--- config.mk ---
export PLATFORM = sky130hd
export DESIGN_NAME = lights_sequencer
export DESIGN_NICKNAME = d
export VERILOG_FILES = /design/src/rtl/lights_pkg.sv /design/src/rtl/lights_palette.sv /design/src/rtl/lights_sequencer.sv
export SDC_FILE = /design/constraint.sdc
export NUM_CORES = 1
export LEC_CHECK = 0
export ABC_AREA = 1
export CAP_MARGIN = 10
export CORE_MARGIN = 2
export CORE_UTILIZATION = 40
export CTS_CLUSTER_DIAMETER = 100
export DETAILED_ROUTE_END_ITERATION = 10
export HOLD_SLACK_MARGIN = 0.15
export PLACE_DENSITY = 0.78
export SETUP_SLACK_MARGIN = 0.15
export SYNTH_ARGS = -nofsm -noshare
export SYNTH_HDL_FRONTEND = slang
export SYNTH_SLANG_ARGS = --single-unit
--- constraint.sdc ---
create_clock -name clk -period 2.1 [get_ports clk]
set_clock_uncertainty 0.2 [all_clocks]
set_input_delay 0.315 -clock clk [delete_from_list [all_inputs] [get_ports clk]]
set_output_delay 0.315 -clock clk [all_outputs]
set_load 0.01 [all_outputs]
--- src/rtl/lights_pkg.sv ---
// lights_pkg: shared index width, palette colour indices and default channel width.
package lights_pkg;
   localparam int IDX_W    = 3;
   localparam int CH_W_DEF = 8;
   typedef logic [IDX_W-1:0] idx_t;
   localparam idx_t COL_BLACK   = 3'd0;
   localparam idx_t COL_BLUE    = 3'd1;
   localparam idx_t COL_GREEN   = 3'd2;
   localparam idx_t COL_CYAN    = 3'd3;
   localparam idx_t COL_RED     = 3'd4;
   localparam idx_t COL_MAGENTA = 3'd5;
   localparam idx_t COL_YELLOW  = 3'd6;
   localparam idx_t COL_WHITE   = 3'd7;
endpackage

--- src/rtl/lights_palette.sv ---
// lights_palette: colour index to {R,G,B}; index bit2/1/0 saturate R/G/B.
//   index  in  IDX_W   palette index
//   rgb    out 3*CH_W  channel-saturated colour
module lights_palette
   import lights_pkg::*;
#(
   parameter int CH_W = CH_W_DEF
) (
   input  logic [IDX_W-1:0]  index,
   output logic [3*CH_W-1:0] rgb
);
   assign rgb = {{CH_W{index[2]}}, {CH_W{index[1]}}, {CH_W{index[0]}}};
endmodule

--- src/rtl/lights_sequencer.sv ---
// lights_sequencer: steps a colour index through the palette on button presses or at a dwell rate.
//   clk, rst_n  clock, async active-low reset
//   sel         force white output and freeze sequencing
//   button      advance request (pre-synchronised)
//   mode        0 = step per button rise, 1 = auto-step every DWELL cycles while held
//   dir         1 = forward, 0 = reverse
//   light       registered RGB output
//   colour      current index, always in 1..NUM_COLOURS
//   wrap        one-cycle pulse after a wrapping advance
module lights_sequencer
   import lights_pkg::*;
#(
   parameter int CH_W        = CH_W_DEF,
   parameter int NUM_COLOURS = 6,
   parameter int DWELL       = 4
) (
   input  logic              clk,
   input  logic              rst_n,
   input  logic              sel,
   input  logic              button,
   input  logic              mode,
   input  logic              dir,
   output logic [3*CH_W-1:0] light,
   output logic [IDX_W-1:0]  colour,
   output logic              wrap
);
   localparam int   CNT_W = DWELL > 1 ? $clog2(DWELL) : 1;
   localparam idx_t LAST  = idx_t'(NUM_COLOURS);

   if (NUM_COLOURS < 2 || NUM_COLOURS > 6) begin : g_bad_colours
      $error("lights_sequencer: NUM_COLOURS must be 2..6");
   end
   if (DWELL < 1) begin : g_bad_dwell
      $error("lights_sequencer: DWELL must be >= 1");
   end

   logic             button_q;
   logic             mode_q;
   logic [CNT_W-1:0] dwell_cnt;
   logic [CNT_W-1:0] cnt_nxt;
   logic             rise;
   logic             dwell_run;
   logic             dwell_fire;
   logic             adv;
   idx_t             colour_nxt;
   logic             wrap_nxt;
   idx_t             pal_idx;
   logic [3*CH_W-1:0] pal_rgb;

   always_ff @(posedge clk or negedge rst_n) begin
      if (!rst_n) begin
         button_q  <= 1'b0;
         mode_q    <= 1'b0;
         dwell_cnt <= '0;
         colour    <= COL_BLUE;
         wrap      <= 1'b0;
         light     <= {{(2*CH_W){1'b0}}, {CH_W{1'b1}}};
      end else begin
         button_q  <= button;
         mode_q    <= mode;
         dwell_cnt <= cnt_nxt;
         colour    <= colour_nxt;
         wrap      <= wrap_nxt;
         light     <= pal_rgb;
      end
   end

   // a mode flip restarts the dwell so the first auto step is a full DWELL away
   always_comb begin
      rise       = button & ~button_q;
      dwell_run  = mode & button & ~sel & (mode == mode_q);
      dwell_fire = dwell_run & (dwell_cnt == CNT_W'(DWELL - 1));
      cnt_nxt    = (dwell_run & ~dwell_fire) ? dwell_cnt + 1'b1 : '0;
      adv        = mode ? dwell_fire : rise & ~sel;
      colour_nxt = !adv ? colour
                 : dir  ? (colour == LAST ? COL_BLUE : colour + 1'b1)
                 :        (colour == COL_BLUE ? LAST : colour - 1'b1);
      wrap_nxt   = adv & (dir ? colour == LAST : colour == COL_BLUE);
   end

   always_comb pal_idx = sel ? COL_WHITE : colour;

   lights_palette #(.CH_W(CH_W)) u_palette (
      .index (pal_idx),
      .rgb   (pal_rgb)
   );
endmodule

# After elaboration in Yosys (flattened, before gate mapping)
# Cells that the tools add are included.
# W data, S select, Z words.
# word_totals
ff_bits	25
input_bits	6
output_inout_bits	28
word_cells	31
# classes
add_sub_neg	3
eq_ne	4
mux	7
bitwise	11
# ops
op	n
$mux W3	4
$and A1 B1 Y1	8
$add A3 B1 Y3 const B	1
$eq A3 B1 Y1 const B	1
$eq A3 B3 Y1 const B	1
$not A1 Y1	3
$sub A3 B1 Y3 const B	1
$add A2 B1 Y2 const B	1
$eq A2 B2 Y1 const B	1
$mux W1	2
$mux W2	1
$eq A1 B1 Y1	1

# Depth between registers and ports, before layout
# depth
depth_word	7
depth_mapped	8
ltp_nobuf	8

# Modules after synthesis
# A second synthesis with hierarchy kept.
# unflattened
cells_unflattened	116
hier_area_um2	1291.2
# modules_own_cells
mod	n_inst	cells_each	area_per_inst_um2	seq_area_each_um2
lights_sequencer	1	92	1111.1	812.0
lights_palette	1	24	180.2	0.0

# Worst setup path after synthesis
# OpenSTA, ideal clock, no wires.
# synth_timing
path_type	reg-to-reg
start	register colour[0]
end	register wrap
setup_ns	0.119
t_arrival_ns	1.221
required_ns	1.781
path_slack_ns	0.559
path_stages_with_launch	6
path_buffers	0
period_less_slack_ns	1.541
cell_sequence	dfstp_2 inv_1 ha_1 a21oi_1 a21oi_1 and2_1
# synth_between
elab_chain_len	3
word_cells_on_any_way	4
classes_between	eq/ne (2); mux (1); bitwise (1)
# synth_rtl
element	line	source
start, declared	lights_sequencer.sv:24	output logic [IDX_W-1:0] colour,
start signal, assigned	lights_sequencer.sv:62	colour <= colour_nxt;
$eq A3 B1 Y1 or $eq A3 B3 Y1 (tied branches)	lights_sequencer.sv:78	wrap_nxt = adv & (dir ? colour == LAST : colour == COL_BLUE);
$mux W1 (*)	lights_sequencer.sv:78	
$and A1 B1 Y1 (*)	lights_sequencer.sv:78	
named net wrap_nxt	lights_sequencer.sv:46	logic wrap_nxt;
end signal, assigned	lights_sequencer.sv:63	wrap <= wrap_nxt;
end, declared	lights_sequencer.sv:25	output logic wrap
# Mark *: on every way through the listed nets, which the timed path passes. The rest lies on a longest branch.
# A chain may end at the register's enable or synchronous reset.

==> flow_metrics.py <==
metrics = {
    "synthesis": {
        "synth_area_sq_um": 734.5,
        "ys.flop_type": "dfrtp_1",
        "ys_warn_count": 0,
        "synth_common_cells": "nand2_1 (26), buf_4 (21), dfrtp_1 (9), inv_1 (9)",
        "syn_inst": 92,
        "seq_area_frac_synth": 0.3782,
        "syn_avg_cell_area_sq_um": 7.983,
        "synth.most_common_cell": "nand2_1",
        "yosysUniqueCellTypes": 15,
        "synth.area.top_cells": "dfrtp_1 (31%), buf_4 (21%), nand2_1 (13%)",
        "netlist.area_leader.share": 0.3066,
        "synth_largest_area_cell": "dfrtp_1",
        "synth_edf_count": 0,
        "async_reset_ff_frac": 1.000,
        "syn_nets": 103,
        "ys_ff_latch": 11,
    },
    "critical_path": {
        "reg2reg_from": "colour[0]$_DFFE_PN1P_",
        "crit_arrival_ps": 1390,
        "cpLargestDelayFamily": "flip-flops",
        "critical_path.endpoint_type": "output pin",
        "crit_required_ps": 1580,
        "cp_cell_sequence": "clkdlybuf4s50_1",
        "max_stage_delay_ps": 570,
        "path_class": "flip-flop to output pin",
        "r2r_cells": 5,
        "critPathBufInv": 1,
        "r2r-end": "wrap$_DFF_PN0_",
        "r2r_slack_ps": 440,
        "cp.depth": 1,
        "startpoint": "light[7]$_DFF_PN1_",
        "start_kind": "flip-flop",
        "worst_path_max_delay_cell": "dfstp_2",
        "crit_fanout": 8,
        "endpoint": "light[3]",
    },
    "sta": {
        "setup_ws_ps": 196.9,
        "drv_slew": 0,
        "tns_ps": 0,
        "worst_pin_slew_ps": 479.0,
        "whs_ps": 170.8,
        "slew_headroom": 0.6797,
        "setup_viol": 0,
        "grt_setup_unrepaired": "no",
        "fmax_mhz": 525.5,
        "period_minus_slack_ps": 1903,
        "fin_crit_sh": 0.9062,
        "hold_viol": 0,
    },
    "clock_tree": {
        "cts_inserted_buffers": 3,
        "cts_tree": "yes",
        "ctsLongestPathBuffers": 2,
        "clkTransAtPathRegs_ps": 70,
        "cts_hold_buf": 0,
        "clock-sinks": 11,
        "htreeDepth": 1,
        "cts_setup_buffers": 0,
        "clkLatencyLatePin_ps": 270,
        "root_buffer": "clkbuf_4",
    },
    "global_routing": {
        "grt_pass1_wl_um": 1959,
        "grt_pass1_vias": 445,
        "track_usage": 0.1290,
        "antenna_found_initial": 0,
        "grt_max_degree": 12,
        "globalRoute.totalOverflow": 0,
    },
    "floorplanning": {
        "core_area_sq_um": 1727,
        "fp-row-count": 15,
        "initial_core_util": 0.4254,
        "die_x_um": 46.85,
        "num_io_pins": 34,
        "die_h_um": 46.85,
        "dieArea_sq_um": 2195,
    },
    "cells_and_area": {
        "area_delta_synth_final_pct": 33.73,
        "drive_gt1_frac": 0.1019,
        "layout.nets": 120,
        "fin_cells": 133,
        "diodes": 0,
    },
    "min_path": {
        "hold_path.class": "input port to async pin",
    },
    "route": {
        "ant_nets": 0,
        "num_vias": 573,
        "wl_per_cell_um": 9.789,
        "via_per_inst": 4.308,
        "routed_wl_um": 1302,
        "drt_pass1_iterations": 4,
        "drc": 0,
        "drt_iter0_drc": 8,
    },
    "pwr": {
        "power_density_nw_per_um2": 953.7,
        "leakagePower_nw": 0.5217,
        "vdd_drop_max_uv": 547.1,
    },
    "place": {
        "gp_congestion": 0.7967,
        "dpl.hpwl_um": 1072,
        "port_buffers": 33,
        "place_inst": 129,
        "post-place-ws_ps": 439.4,
    },
    "run": {
        "maxCapViolations": 0,
    },
    "outcome": {
        "status": "finished clean",
    },
}
## through the flow
| step | utilization | total power [mW] | instance area, sq um |
|---|---|---|---|
| 6_report | 0.5688 | 0.9367 | 982.2 |
| 2_1_floorplan | - | 0.6384 | 734.5 |
| 5_1_grt | 0.5688 | 1.011 | 982.2 |
| 3_3_place_gp | 0.5435 | 0.7971 | 938.4 |
| 4_1_cts | 0.5587 | 0.9549 | 964.7 |
| 3_5_place_dp | 0.5435 | 0.8085 | 938.4 |
## logic make-up (layout without fill, tap and decap cells)
logic type	Yosys count	count (layout)	share of synthesized area
AND/OR/NAND/NOR	41	41	0.2453
buffers and inverters	32	48	0.2709
flip-flops	11	11	0.3782
adder cells (fa/ha/maj)	5	5	0.08518
AO/OA/AOI/OAI	3	3	0.02044
## cells in the final DEF (no fill, tap or decap), drive strengths merged
cell type	instances
nand3b	1
dfstp	2
dlymetal6s2s	7
and2	1
nand2	28
nand3	6
clkdlybuf4s50	26
a21oi	3
inv	11
ha	5
nor2	5
clkbuf	4
dfrtp	9
## worst min-delay path by stage
stage	to	startpoint
after CTS	colour[2]$_DFFE_PN0P_	rst_n
after detailed placement	dwell_cnt[0]$_DFF_PN0_	dwell_cnt[0]$_DFF_PN0_
after global placement	dwell_cnt[0]$_DFF_PN0_	dwell_cnt[0]$_DFF_PN0_
after floorplan	button_q$_DFF_PN0_	rst_n
after global routing	colour[2]$_DFFE_PN0P_	rst_n
final	colour[2]$_DFFE_PN0P_	rst_n
## sequential cells by signal, summed over array words and instances (netlist names)
name and count:
mode_q 1, wrap 1, dwell_cnt 2, light 3
button_q 1, colour 3
## per-layer routing
layer  routed length (um)  vias to the layer above  share of wire  GRT usage
met5                    0                        -              0          0
met4                    0                        0              0    0.01667
met3                  124                        0          0.095    0.05769
met2                  590                       29           0.45     0.1945
met1                  586                      252           0.45     0.1766
li1                     -                      292              -          -
## layout make-up
class / count / area (sq um)
sequential: 11 / 277.8
multi-input combinational: 49 / 257.7
fill: 157 / 744.5
inverter: 11 / 41.29
tap: 25 / 31.28
clock buffer: 4 / 26.28
timing repair buffer: 33 / 347.8
## report_power, final
part           total [mW]  switching (mW)  internal (mW)
sequential          0.308          0.0542          0.254
combinational       0.485           0.220          0.265
clock               0.143          0.0700         0.0735
total               0.937           0.344          0.592
## repair_timing
action                                 4_1_cts  5_1_grt
setup endpoints to repair                    0        9
endpoints found under the hold margin        0        0
gates resized for setup                      0        7
Power figures use the tool's default switching activity.
